`config.mk`:
```
export PLATFORM = sky130hd
export DESIGN_NAME = fifo_rd_stream
export DESIGN_NICKNAME = d
export VERILOG_FILES = /design/src/rtl/fifo_rd_stream.sv
export SDC_FILE = /design/constraint.sdc
export NUM_CORES = 1
export LEC_CHECK = 0
export ABC_CLOCK_PERIOD_IN_PS = 1950
export CELL_PAD_IN_SITES_DETAIL_PLACEMENT = 0
export CELL_PAD_IN_SITES_GLOBAL_PLACEMENT = 2
export CORE_MARGIN = 5
export CORE_UTILIZATION = 43
export DETAILED_ROUTE_END_ITERATION = 7
export DONT_BUFFER_PORTS = 1
export GPL_TIMING_DRIVEN = 1
export PLACE_DENSITY = 0.8
export SETUP_SLACK_MARGIN = 0.15
export SLEW_MARGIN = 20
export SYNTH_ARGS = -nofsm -noshare
export SYNTH_HDL_FRONTEND = slang
export SYNTH_SLANG_ARGS = --single-unit
```
`constraint.sdc`:
```
create_clock -name CLK -period 1.95 [get_ports CLK]
set_clock_uncertainty 0.2 [all_clocks]
set_input_delay 0.39 -clock CLK [delete_from_list [all_inputs] [get_ports CLK]]
set_output_delay 0.39 -clock CLK [all_outputs]
set_load 0.01 [all_outputs]
```
`src/rtl/fifo_rd_stream.sv`:
```
// fifo_rd_stream: FIFO read-port to valid/ready stream with 3-entry latency buffer; FIFO_RD_CNT_EN adds WORD_CNT
module fifo_rd_stream #(
  parameter int DATA_WIDTH = 8,
  parameter int CNT_WIDTH  = 16
) (
  input  logic                  CLK,
  input  logic                  RST,
  input  logic                  DRAIN_EN,
  input  logic                  EMPTY,
  input  logic [DATA_WIDTH-1:0] R_DATA,
  output logic                  R_EN,
  output logic [DATA_WIDTH-1:0] OUT_DATA,
  output logic                  OUT_VALID,
  input  logic                  OUT_READY,
  output logic                  BUSY
`ifdef FIFO_RD_CNT_EN
  ,
  output logic [CNT_WIDTH-1:0]  WORD_CNT
`endif
);
  logic [DATA_WIDTH-1:0] mem [3];
  logic [1:0] occ, head, tail;
  logic infl, pop;
  // credit-based read issue: buffered plus in-flight words never exceed 3, independent of OUT_READY
  always_comb begin
    R_EN = !RST && DRAIN_EN && !EMPTY && (({1'b0, occ} + {2'b0, infl}) < 3'd3);
    OUT_VALID = !RST && (occ != 2'd0);
    BUSY = !RST && ((occ != 2'd0) || infl);
    pop = OUT_VALID && OUT_READY;
    OUT_DATA = mem[head];
  end
  // capture the in-flight word at the tail, pop the head, track occupancy
  always_ff @(posedge CLK) begin
    if (RST) begin
      occ <= 2'd0;
      infl <= 1'b0;
      head <= 2'd0;
      tail <= 2'd0;
      for (int i = 0; i < 3; i++) mem[i] <= '0;
    end else begin
      infl <= R_EN;
      occ <= occ + {1'b0, infl} - {1'b0, pop};
      if (infl) begin
        mem[tail] <= R_DATA;
        tail <= (tail == 2'd2) ? 2'd0 : tail + 2'd1;
      end
      if (pop) head <= (head == 2'd2) ? 2'd0 : head + 2'd1;
    end
  end
`ifdef FIFO_RD_CNT_EN
  // count every accepted handshake, wrapping naturally
  always_ff @(posedge CLK) begin
    if (RST) WORD_CNT <= '0;
    else if (pop) WORD_CNT <= WORD_CNT + 1'b1;
  end
`endif
endmodule
```
==> impl_metrics.yaml, run 1 <==
floorplan:
  core_mm2: 0.00403
  ios: 24
  die_y_um: 74.5
  floorplan.rows: 23
  die-area_mm2: 0.00554
  die_x_um: 74.5
  floorplan.initialDensity_pct: 44.3
final_layout:
  fillerInstances: 351
  antenna-diode-count: 0
  post_route_cells_drive_above_1_share_pct: 28.8
  finalCoreUtilization_pct: 54.1
  multi_input_area_um2: 678
  areaGrowthSynthToFinish_pct: 21.9
  final_cells: 196
  area.sequential_mm2: 0.00115
  fin_nets: 162
global_routing:
  grtUsageMet3_pct: 4.32
  global_route_wire_length_before_repair_um: 5350
  grt.met2_usage_pct: 23.2
  grt_util_all_layers_pct: 13.6
  global_route.peak_usage_layer: "met2"
  antenna_found_initial: 0
  gr-total-overflow: 0
  grt_pass1_vias: 1065
  grt_util_met1_pct: 15.9
  grt_start_max_net_pins: 19
sta:
  worst_pin_slew_ns: 0.576
  worst_slew_margin_rel_pct: 61.4
  period_needed_ns: 2.17
  final_min_period_over_clock_period_pct: 111
  achievable-frequency_ghz: 0.461
  grt_setup_unrepaired: "true"
  maxSlewViolCount: 0
  final-hold-violation-count: 0
  setup-violations-final: 1
  timing.final.ws_setup_ns: -0.217
synthesis:
  post_syn_nets: 136
  yosys.area.top_type: "edfxtp_1"
  ys_seq_area_share_pct: 63.9
  synth.area.top_cells: "edfxtp_1 54%, dfxtp_1 10%, mux4_2 10%"
  synth_largest_type_area_fraction_pct: 53.8
  avgSynthCellArea_um2: 14.9
  synth.distinct_cells: 26
  synth_warnings: 0
  ys_seq_elements: 41
  post_synth_inst_count: 120
  post_synth_instance_area_mm2: 0.00179
worst_setup_path:
  cp-endpoint: "R_EN"
  critical_path_start: "occ[0]"
  critical_path.reg2reg.startpoint: "occ[0]"
  critPathCaptureType: "output pin"
  crit_path_cell_trace: "ha_4, ha_4, or4b_4, a21oi_4"
  ff2ff_setup_slack_ns: 0.18
  startpoint_type: "flip-flop"
  crit_type: "flip-flop to output pin"
  r2r.worst_path.cells: 7
  timing.critical_path.arrival_ns: 1.58
  critical-path-max-stage-delay_ns: 0.49
  timing.critical_path.slowest_stage_cell: "or4b_4"
  crit_path_max_fanout: 2
  timing.critical_path.mode_cell: "ha_4"
  required_time_worst_endpoint_ns: 1.36
  r2r_endpoint: "occ[1]"
place:
  placed_cells: 179
  routabilityCongestion: 0.725
  numPortBuffers: 0
  dp_hpwl_um: 2260
route:
  wire_per_inst_um: 16.8
  drt_iter0_drc: 59
  drt_pass_1_iters: 4
  finalWirelength_um: 3280
  route.antenna.remaining_nets: 0
  vias: 1003
  drcViolationCount: 0
  viasPerCell: 5.12
power:
  power.density_cell_area_mw_per_mm2: 767
  worst_ir_drop_vdd_uv: 414
  power.leakage_uw: 0.000789
clock_tree:
  insertion_delay_ns: 0.29
  cts.reportedPaths.clkPinSlew_ns: 0.07
  clock-sinks: 41
  post-cts-setup-buffers: 0
  ctsHtreeMaxLevel: 2
  ctsLongestPathBuffers: 2
  clock-root-buffer: "clkbuf_8"
  cts_tree: "built"
  tritoncts.num_buffers: 5
run_status:
  failed_checks: "negative setup slack"
  run_status: "complete, but fails checks"
min_path:
  holdPathStages: 1
  worst_hold_path_type: "input pin to flip-flop"
job:
  cap_violations: 0
sequential cells by signal, summed over array words and instances, names as in the netlist, named ones only:
name	count
head	2
infl	1
mem	32
occ	2
tail	2
cell families (layout without fill, tap and decap cells):
| kind of cell | count (synthesis) | count (layout) | synth area share (%) |
|---|---|---|---|
| xor+xnor | 1 | 1 | 0.490 |
| compound gates | 10 | 10 | 3.36 |
| mux | 11 | 11 | 11.9 |
| flops | 41 | 41 | 63.9 |
| buf+inv | 5 | 31 | 1.54 |
| simple gates | 49 | 49 | 16.7 |
| fa+ha+maj | 3 | 3 | 2.10 |
critical path, delay by kind of cell (launching register included):
family	cells	cell delay (ns)
flops	1	0.34
fa+ha+maj	2	0.30
simple gates	1	0.49
compound gates	1	0.16
Yosys cell counts:
cell type and instances:
o21ba_2 1, inv_2 1, xnor2_1 1, or4b_4 1, mux4_2 8, nor4bb_1 1, mux2i_1 1, buf_1 1
nor2b_1 3, a21oi_1 6, clkbuf_1 1, o21bai_1 2, dfxtp_1 9, mux2_1 2, nand2b_1 6, buf_2 1
o21ai_1 1, buf_6 1, nor2_1 7, nor3_1 1, and2_1 24, nand2_1 3, or3_1 1, nor3_2 2
ha_1 3, edfxtp_1 32
placed cells by master (no fill, tap or decap), drive strengths merged, types with 6 or more instances in the layout:
master / count
a21oi: 6
and2: 24
buf: 13
clkbuf: 6
dfxtp: 9
dlygate4sd3: 10
edfxtp: 32
mux4: 8
nand2b: 6
nor2: 7
layer usage:
layer,wire length [um],vias to the layer above
li1,-,491
met1,1280,487
met4,58,0
met2,1780,18
met3,157,7
met5,0,-
cell type report:
type,instances,area share (%)
sequential,41,52.7
multi-input combinational,74,31.1
timing repair buffer,23,9.65
clock buffer,6,3.33
tap,50,2.87
clock inverter,1,0.172
inverter,1,0.172
per-stage QoR:
| step | setup TNS (ns) | instance area (um^2) | worst slack (ns) | power [uW] | hold WS, ns |
|---|---|---|---|---|---|
| 3_3_place_gp | 0 | 1950 | 0.0556 | 1150 | 0.261 |
| 5_1_grt | -0.273 | 2180 | -0.256 | 1750 | 0.0796 |
| 3_5_place_dp | 0 | 1950 | 0.0311 | 1160 | 0.259 |
| 6_report | -0.217 | 2180 | -0.217 | 1670 | 0.0929 |
| 2_1_floorplan | 0 | 1800 | 0.0441 | 1110 | 0.258 |
| 4_1_cts | -0.255 | 2140 | -0.255 | 1670 | -0.0464 |
report_power, final:
part	internal, uW	leakage (uW)	total (uW)	switching (uW)
Combinational	97.8	0.000354	175	77.1
Sequential	973	0.000396	989	16.2
Clock	241	0.0000387	506	265
worst min-delay path by stage:
stage               startpoint        end  slack (ns)
finish               R_DATA[5]  mem[0][5]        0.09
global placement       tail[0]    tail[0]        0.26
detailed placement         RST     occ[0]        0.26
floorplan              tail[0]    tail[0]        0.26
global route         R_DATA[6]  mem[0][6]        0.08
CTS                        RST     occ[0]       -0.05
timing repair:
| action | in CTS | in global routing |
|---|---|---|
| endpoints found under the setup margin | 9 | 11 |
| resized for setup | 7 | 4 |
| hold buffers | 9 | 1 |
| endpoints found under the hold margin | 15 | 6 |
| pin swaps | 2 | 1 |
Power figures use the tool's default switching activity.
==> inputs of run 2 (changes only) <==
Settings changed: GPL_TIMING_DRIVEN 1 to 0.
==> run 2 against run 1 <==
The flow still finishes with violations (negative setup slack); first-iteration DRC count did not move; sequential share of layout area grew 1.3 points; die area is the same; cell count fell by 4.1%; global-route usage fell by 0.29 points.
==> impl_metrics.yaml, run 2 (synthesized netlist as in run 1, its figures left out) <==
run_status:
  run_status: "complete, but fails checks"
  failed_checks: "negative setup slack"
power:
  power.density_cell_area_mw_per_mm2: 845
  internal_power_uw: 1440
  p_sw_share_pct: 20.4
  pwr-share-comb_pct: 9.0
  power.net_switching_uw: 368
  share_clk_of_total_power_pct: 36.2
  seqPwrFrac_pct: 54.7
  power.leakage_uw: 0.000752
  worst_ir_drop_vdd_uv: 485
global_routing:
  grt_util_all_layers_pct: 13.3
  grt_start_max_net_pins: 13
  antenna_found_initial: 0
  global_route_wire_length_before_repair_um: 5290
  gr-total-overflow: 0
  grt_pass1_vias: 1059
min_path:
  holdPathStages: 1
  worst_hold_path_type: "input pin to flip-flop"
route:
  vias: 960
  drt_pass_1_iters: 4
  drt_iter0_drc: 59
  viasPerCell: 5.11
  wire_per_inst_um: 17.1
  finalWirelength_um: 3210
  route.antenna.remaining_nets: 0
  drcViolationCount: 0
floorplan:
  core_mm2: 0.00403
  floorplan.initialDensity_pct: 44.3
  ios: 24
  die_x_um: 74.5
  die_y_um: 74.5
  floorplan.rows: 23
  die-area_mm2: 0.00554
final_layout:
  fin_nets: 153
  registers.top_by_ff_count: "mem"
  finalCoreUtilization_pct: 53.0
  final_common_cell: "edfxtp_1"
  fillerInstances: 355
  post_route_cells_drive_above_1_share_pct: 26.1
  largest_register_ff_count: 32
  areaGrowthSynthToFinish_pct: 19.5
  antenna-diode-count: 0
  commonest_cells_after_routing_fill_and_taps_aside: "32 x edfxtp_1, 24 x and2_1, 8 x mux4_2, 8 x dlygate4sd3_1"
place:
  post-place-ws_ns: -0.0211
  dp_hpwl_um: 2090
  numPortBuffers: 0
  routabilityCongestion: 0.696
sta:
  final-hold-violation-count: 0
  achievable-frequency_ghz: 0.458
  timing.final.ws_setup_ns: -0.236
  grt_setup_unrepaired: "true"
  final_min_period_over_clock_period_pct: 112
  worst_slew_margin_rel_pct: 62.0
  maxSlewViolCount: 0
  period_needed_ns: 2.19
  worst_pin_slew_ns: 0.567
  setup-violations-final: 1
worst_setup_path:
  timing.critical_path.arrival_ns: 1.60
  required_time_worst_endpoint_ns: 1.36
  r2r.worst_path.cells: 7
  crit_type: "flip-flop to output pin"
  critPathCaptureType: "output pin"
  crit_path_max_fanout: 2
  startpoint_type: "flip-flop"
clock_tree:
  cts_tree: "built"
  cts.reportedPaths.clkPinSlew_ns: 0.08
  clock-root-buffer: "clkbuf_8"
  insertion_delay_ns: 0.29
  clock-sinks: 41
  ctsHtreeMaxLevel: 2
  ctsLongestPathBuffers: 2
  tritoncts.num_buffers: 5
job:
  cap_violations: 0
-- run 2: power groups by stage --
stage	Combinational (uW)	Clock (uW)	Sequential [uW]
2_1_floorplan	109	0	1000
3_3_place_gp	128	0	1010
3_5_place_dp	130	0	1010
4_1_cts	164	669	987
5_1_grt	179	707	990
6_report	163	653	987
-- run 2: routing by layer --
metal / track usage [%] / wire (um) / vias to the layer above
li1: - / - / 471
met1: 16.2 / 1320 / 466
met2: 22.4 / 1690 / 17
met3: 4.32 / 149 / 6
met4: 4.15 / 46 / 0
met5: 0 / 0 / -
-- run 2: what timing repair did --
| action | in CTS | in global routing |
|---|---|---|
| hold buffers | 8 | 0 |
| gates resized for setup | 15 | 4 |
| pin swaps | 2 | 2 |
| endpoints found under the hold margin | 8 | 0 |
| buffers inserted | 2 | 0 |
| endpoints found under the setup margin | 33 | 10 |
-- run 2: worst max-delay path: stages (launching register included) --
cell and delay, ns:
dfxtp_4 0.36, ha_4 0.16, ha_4 0.14, or4b_4 0.50
a21oi_4 0.16
-- run 2: path summary, 6_finish.rpt --
kind         slack, ns      start        end
max              -0.24     occ[0]       R_EN
min               0.09  R_DATA[6]  mem[1][6]
max reg2reg       0.23     occ[0]     occ[1]
min reg2reg       0.29    head[0]  flip-flop
-- run 2: final cells by class --
type / instances / area, um^2 / share of cell area [%]
Buffer: 4 / 40.0 / 1.88
Clock buffer: 6 / 72.6 / 3.40
Clock inverter: 2 / 33.8 / 1.58
Inverter: 1 / 3.75 / 0.176
Multi-Input combinational cell: 74 / 676 / 31.7
Sequential cell: 41 / 1150 / 53.9
Tap cell: 50 / 62.6 / 2.93
Timing Repair Buffer: 10 / 95.1 / 4.45
-- run 2: per-stage QoR --
| step | hold slack (ns) | TNS, ns | std cells | area (um^2) | power [uW] |
|---|---|---|---|---|---|
| finish | 0.0939 | -0.236 | 188 | 2130 | 1800 |
| global route | 0.0821 | -0.290 | 188 | 2130 | 1880 |
| detailed placement | 0.281 | -0.102 | 170 | 1860 | 1140 |
| floorplan | 0.258 | 0 | 120 | 1800 | 1110 |
| global placement | 0.270 | -0.00448 | 170 | 1860 | 1130 |
| CTS | 0.0802 | -0.281 | 188 | 2120 | 1820 |
==> edit 1: new RTL, flow settings as in run 1 <==
The option `FIFO_RD_CNT_EN` is turned on by a define.
--- a/src/rtl/fifo_rd_stream.sv
+++ b/src/rtl/fifo_rd_stream.sv
@@ -1,3 +1,5 @@
 // fifo_rd_stream: FIFO read-port to valid/ready stream with 3-entry latency buffer; FIFO_RD_CNT_EN adds WORD_CNT
+`define FIFO_RD_CNT_EN
+
 module fifo_rd_stream #(
   parameter int DATA_WIDTH = 8,
Function (old outputs only; new: WORD_CNT): kept (equiv_simple and equiv_induct, registers matched by name and starting in step).
==> edit 1 against run 1 <==
The run still ends with setup timing left. Via count rose by 74%. First-iteration DRC count did not move. Total power rose by 72%. Routed wire length rose by 67%. Synthesized area rose by 41%. Worst hold slack got worse by 0.062 ns. Final area rose by 51%. Worst setup slack got worse by 0.032 ns. Sequential cell count rose by 16.
==> edit 1: results (changes against run 1) <==
Hold path
  – Hold path start: RST
  – Hold crit path type: primary input to flop
  – Hold EP: WORD_CNT[1]$_SDFFE_PP0P_
  – Hold Path Stages: 2 (+1)

Outcome
  – Violated checks: setup timing
  – Outcome: finished, violations left

Critical path
  – Worst Path Max Fanout: 2 (unchanged)
  – Worst R2R Path Depth: 10 (+3)
  – Worst reg2reg endpoint: occ[1]$_SDFF_PP0_
  – Critical path's largest stage delay: 0.49 ns (about the same)
  – R2r setup slk: 0 ns (-0.18 ns)
  – Critical-path top delay cell: or4b_4
  – CP arrival: 1.61 ns (+0.03 ns)
  – Crit-path leading delay family: simple AND/OR/NAND/NOR gates
  – FF-to-FF Start: occ[0]$_SDFF_PP0_

Layout
  – Largest Register: mem
  – Nets: 258 (+59%)
  – Biggest regs: mem x32, WORD_CNT x16
  – Fraction of layout cells with a size suffix above 1: 33.3% (+4.6 points)
  – Diodes inserted: 0 (unchanged)
  – Fillers: 469 (+34%)
  – Final instance count without filler cells: 318 (+62%)

STA
  – Final Worst Setup Slack: -0.249 ns (-0.0320 ns)
  – Endpoints failing setup: 2 (+1)
  – Final hold slack: 0.0305 ns (-0.0624 ns)
  – Rel. slew slack: 56.4% (-5.0 points)

Placed design
  – Placed Area: 0.00277 mm^2 (+42%)
  – GPL Wtd Cong: 0.757 (+4.5%)
  – Post-DP HPWL: 3690 um (+63%)
  – Placed Cells: 288 (+61%)
  – PortBufs: 0 (unchanged)

Global routing
  – GRT Overall Usage: 15.1% (+1.5 points)
  – First-pass GRT wire length: 8490 um (+59%)
  – Largest net degree at the start of global routing: 31 (+12)
  – Initial antenna violation count: 0 (unchanged)
  – Vias in the first global route: 1,713 (+61%)

Synth
  – Syn Area/Cell: 12.4 um^2 (-17%)
  – Mapped Nets: 221 (+63%)
  – Post-synth top cells: 32 x edfxtp_1, 25 x dfxtp_1, 17 x and2_1
  – Post-synthesis cell type count: 40 (+54%)
  – Synth warnings: 0 (unchanged)
  – Synth async-reset ratio: 0% (unchanged)
  – Sequential area share after synthesis: 57.9% (-5.9 points)
  – Number of synthesized flops with an enable pin: 32 (unchanged)
  – Synth top area cells: edfxtp_1 38%, dfxtp_1 20%, mux4_2 7.1%, and2_1 4.2%, and3_1 2.5%

Clocking
  – # H-tree levels: 3 (+1)
  – Clk_lat worst skew: 0.32 ns (+0.03 ns)
  – CTS Buf Count: 9 (+4)
  – Clock transition at path regs: 0.07 ns (about the same)
  – Clock buffer depth: 2 (unchanged)
  – Root Buffer: clkbuf_8

Detailed routing
  – Drt first-iter violations: 59 (unchanged)
  – Vias per Instance: 5.50 (+7.5%)
  – Routed WL: 5480 um (+67%)
  – Drt pass-1 iters: 6 (+2)

Pwr
  – VDD IR-drop max: 0.445 mV (+7.6%)
  – LEAKAGE: 1.26 nW (+60%)
## edit 1: metrics by stage
stage          setup WS (ns)  setup TNS, ns
2_1_floorplan         0.0447              0
3_3_place_gp          0.0449              0
3_5_place_dp          0.0365              0
4_1_cts               -0.302         -0.465
5_1_grt               -0.305         -0.868
6_report              -0.249         -0.370
## edit 1: worst register-to-register path: stages (launching register included)
cell      delay [ns]
dfxtp_2         0.34
buf_6           0.11
buf_6           0.11
o21bai_4        0.15
inv_4           0.06
nand2_4         0.06
xnor2_1         0.06
ha_2            0.18
xor2_1          0.14
or3_1           0.34
a21oi_2         0.12
## edit 1: kinds of logic after synthesis
kind of cell    count (synthesis)  share of synthesized area [%]
flops                          57                           57.9
buf+inv                        10                           1.69
xor+xnor                       10                           3.47
simple gates                   92                           21.5
fa+ha+maj                       4                           1.98
mux                            12                           8.83
compound gates                 19                           4.61
## edit 1: how the worst max path moves through the flow
stage | start | to | slack [ns] | cells past startpoint
floorplan | RST | occ[1]$_SDFF_PP0_ | 0.04 | 8
global placement | occ[0]$_SDFF_PP0_ | R_EN | 0.04 | 4
detailed placement | occ[0]$_SDFF_PP0_ | R_EN | 0.04 | 4
CTS | infl$_SDFF_PP0_ | R_EN | -0.30 | 4
global route | infl$_SDFF_PP0_ | R_EN | -0.30 | 4
finish | occ[0]$_SDFF_PP0_ | R_EN | -0.25 | 4
## edit 1: per-layer routing
layer  global-route usage, %  up-vias  part of all wire, %
met3                    4.18        8                  6.1
met4                    7.22        0                  1.5
met2                    25.0       56                   50
li1                        -      831                    -
met5                       0        -                    0
met1                    18.1      855                   42
## edit 1: final cells by class
| cell class | count | area [um^2] | area share (%) |
|---|---|---|---|
| Timing Repair Buffer | 34 | 320 | 9.77 |
| Inverter | 2 | 10.0 | 0.305 |
| Clock inverter | 7 | 119 | 3.62 |
| Tap cell | 72 | 90.1 | 2.75 |
| Multi-Input combinational cell | 137 | 1140 | 34.8 |
| Sequential cell | 57 | 1470 | 44.9 |
| Clock buffer | 9 | 124 | 3.78 |
## edit 1: what timing repair did
item / 4_1_cts / 5_1_grt
hold buffers: 11 / 1
pin swaps: 5 / 8
resized for setup: 14 / 18
setup endpoints to repair: 29 / 36
endpoints found under the hold margin: 25 / 14
buffers inserted: 1 / 1
## edit 1: power breakdown
part	leakage, nW	switching, mW	internal, mW
clock	0.115	0.482	0.848
sequential	0.527	0.0213	1.30
combinational	0.617	0.107	0.118
==> edit 2: new RTL, config.mk and constraints of run 1 <==
Made on the original files. The parameter `DATA_WIDTH` goes from 8 to 10.
--- a/src/rtl/fifo_rd_stream.sv
+++ b/src/rtl/fifo_rd_stream.sv
@@ -1,5 +1,5 @@
 // fifo_rd_stream: FIFO read-port to valid/ready stream with 3-entry latency buffer; FIFO_RD_CNT_EN adds WORD_CNT
 module fifo_rd_stream #(
-  parameter int DATA_WIDTH = 8,
+  parameter int DATA_WIDTH = 10,
   parameter int CNT_WIDTH  = 16
 ) (
Ports: changed (resized OUT_DATA and R_DATA); port bits go from 24 to 28. The function was not compared with the original's and may differ.
==> edit 2 against run 1 <==
The run still ends with setup timing left. Synthesized area is 18% higher. Clock power increased by 37%. Worst hold slack lost 0.0067 ns. Routed wire length increased by 21%. Combinational power increased by 22%. Sequential cell count grew 8. Total power up 25%. Cell count is 17% higher. Utilization up 0.69 points. Final area is 20% higher. Worst setup slack got worse by 0.022 ns. Global-route usage down 0.31 points.
==> edit 2: results (changes against run 1) <==
Synth
  – Mapped Nets: 154 (+13%)
  – Post-synthesis cell type count: 27 (+3.8%)
  – Syn Area/Cell: 15.6 um^2 (+4.5%)
  – Synth top area cells: edfxtp_1 57%, mux4_2 11%, and2_1 8.9%, dfxtp_1 8.5%, a21oi_1 1.9%
  – Post-synth top cells: 40 x edfxtp_1, 30 x and2_1, 10 x mux4_2
  – Sequential area share after synthesis: 65.3% (+1.4 points)
  – Number of synthesized flops with an enable pin: 40 (+25%)

Placed design
  – GPL Wtd Cong: 0.663 (-8.4%)
  – Post-Place Setup Slack: 0.0386 ns (+0.00755 ns)
  – Placed Area: 0.00230 mm^2 (+18%)
  – Placed Cells: 208 (+16%)
  – Post-DP HPWL: 2460 um (+9.0%)

Pwr
  – VDD IR-drop max: 0.322 mV (-22%)
  – LEAKAGE: 0.922 nW (+17%)

Global routing
  – Met1 Track Usage GR: 16.0% (+0.18 points)
  – Met3 Use GR: 4.04% (-0.29 points)
  – First-pass GRT wire length: 6250 um (+17%)
  – GRT Overall Usage: 13.3% (-0.31 points)
  – Met2 GRT Util: 23.2% (-0.041 points)
  – Vias in the first global route: 1,199 (+13%)
  – Largest net degree at the start of global routing: 15 (-4)

STA
  – Fin Setup TNS: -0.682 ns (-0.465 ns)
  – Endpoints failing setup: 11 (+10)
  – Final Worst Setup Slack: -0.239 ns (-0.0220 ns)

Layout
  – Max reg flops: 40 (+25%)
  – Nets: 180 (+11%)
  – Fraction of layout cells with a size suffix above 1: 27.6% (-1.2 points)

Outcome
  – Violated checks: setup timing
  – Outcome: finished, violations left

Detailed routing
  – Drt first-iter violations: 60 (+1.7%)
  – Vias per Instance: 5.13 (+0.17%)

Critical path
  – Critical-path top delay cell: or4b_4
  – CP arrival: 1.60 ns (+0.02 ns)
[edit 2: cell types whose count changed after synthesis, moves of 2 or more]
cell	delta
and2_1	+6
a21oi_1	+2
mux4_2	+2
edfxtp_1	+8
nor2_1	-3
[edit 2: cell type report]
type	instances	area, um^2
Fill cell	408	2150
Clock buffer	6	72.6
Multi-Input combinational cell	82	766
Tap cell	67	83.8
Timing Repair Buffer	24	256
Clock inverter	2	33.8
Sequential cell	49	1390
[edit 2: report_power, final]
| group | internal, mW | leakage, nW | switching (mW) |
|---|---|---|---|
| clock | 0.379 | 0.0528 | 0.313 |
| combinational | 0.120 | 0.393 | 0.0930 |
| sequential | 1.17 | 0.477 | 0.0180 |
[edit 2: what timing repair did]
action                     4_1_cts  5_1_grt
gates resized for setup          7        4
buffers inserted                 1        1
setup endpoints to repair       12       12
hold buffers                    11        0
cloned                           1        0
pin swaps                        1        3
hold endpoints to repair        17        0
[edit 2: kinds of logic (layout without fill, tap and decap cells)]
logic type                 Yosys count  in the layout  share of synthesized area [%]
and+or+nand+nor                     54             54                           16.1
DFF                                 49             49                           65.3
AOI/OAI and AO/OA                   12             12                           3.31
muxes                               12             12                           11.7
buffers and inverters                5             32                           1.36
adders and majority gates            3              3                           1.77
xor gates and xnor gates             1              1                          0.414
[edit 2: worst paths after layout]
check,startpoint,slack (ns),endpoint,cells past startpoint
worst max register to register,occ[0]$_SDFF_PP0_,0.20,occ[1]$_SDFF_PP0_,7
worst min-delay path,EMPTY,0.09,infl$_SDFF_PP0_,2
worst min register to register,head[0]$_SDFFE_PP0P_,0.29,flop,2
worst max-delay path,occ[0]$_SDFF_PP0_,-0.24,R_EN,4
[edit 2: metal layers]
layer | share of wire, % | wire [um]
met4 | 0.93 | 37
met5 | 0 | 0
met1 | 40 | 1580
met3 | 5.0 | 200
met2 | 54 | 2140
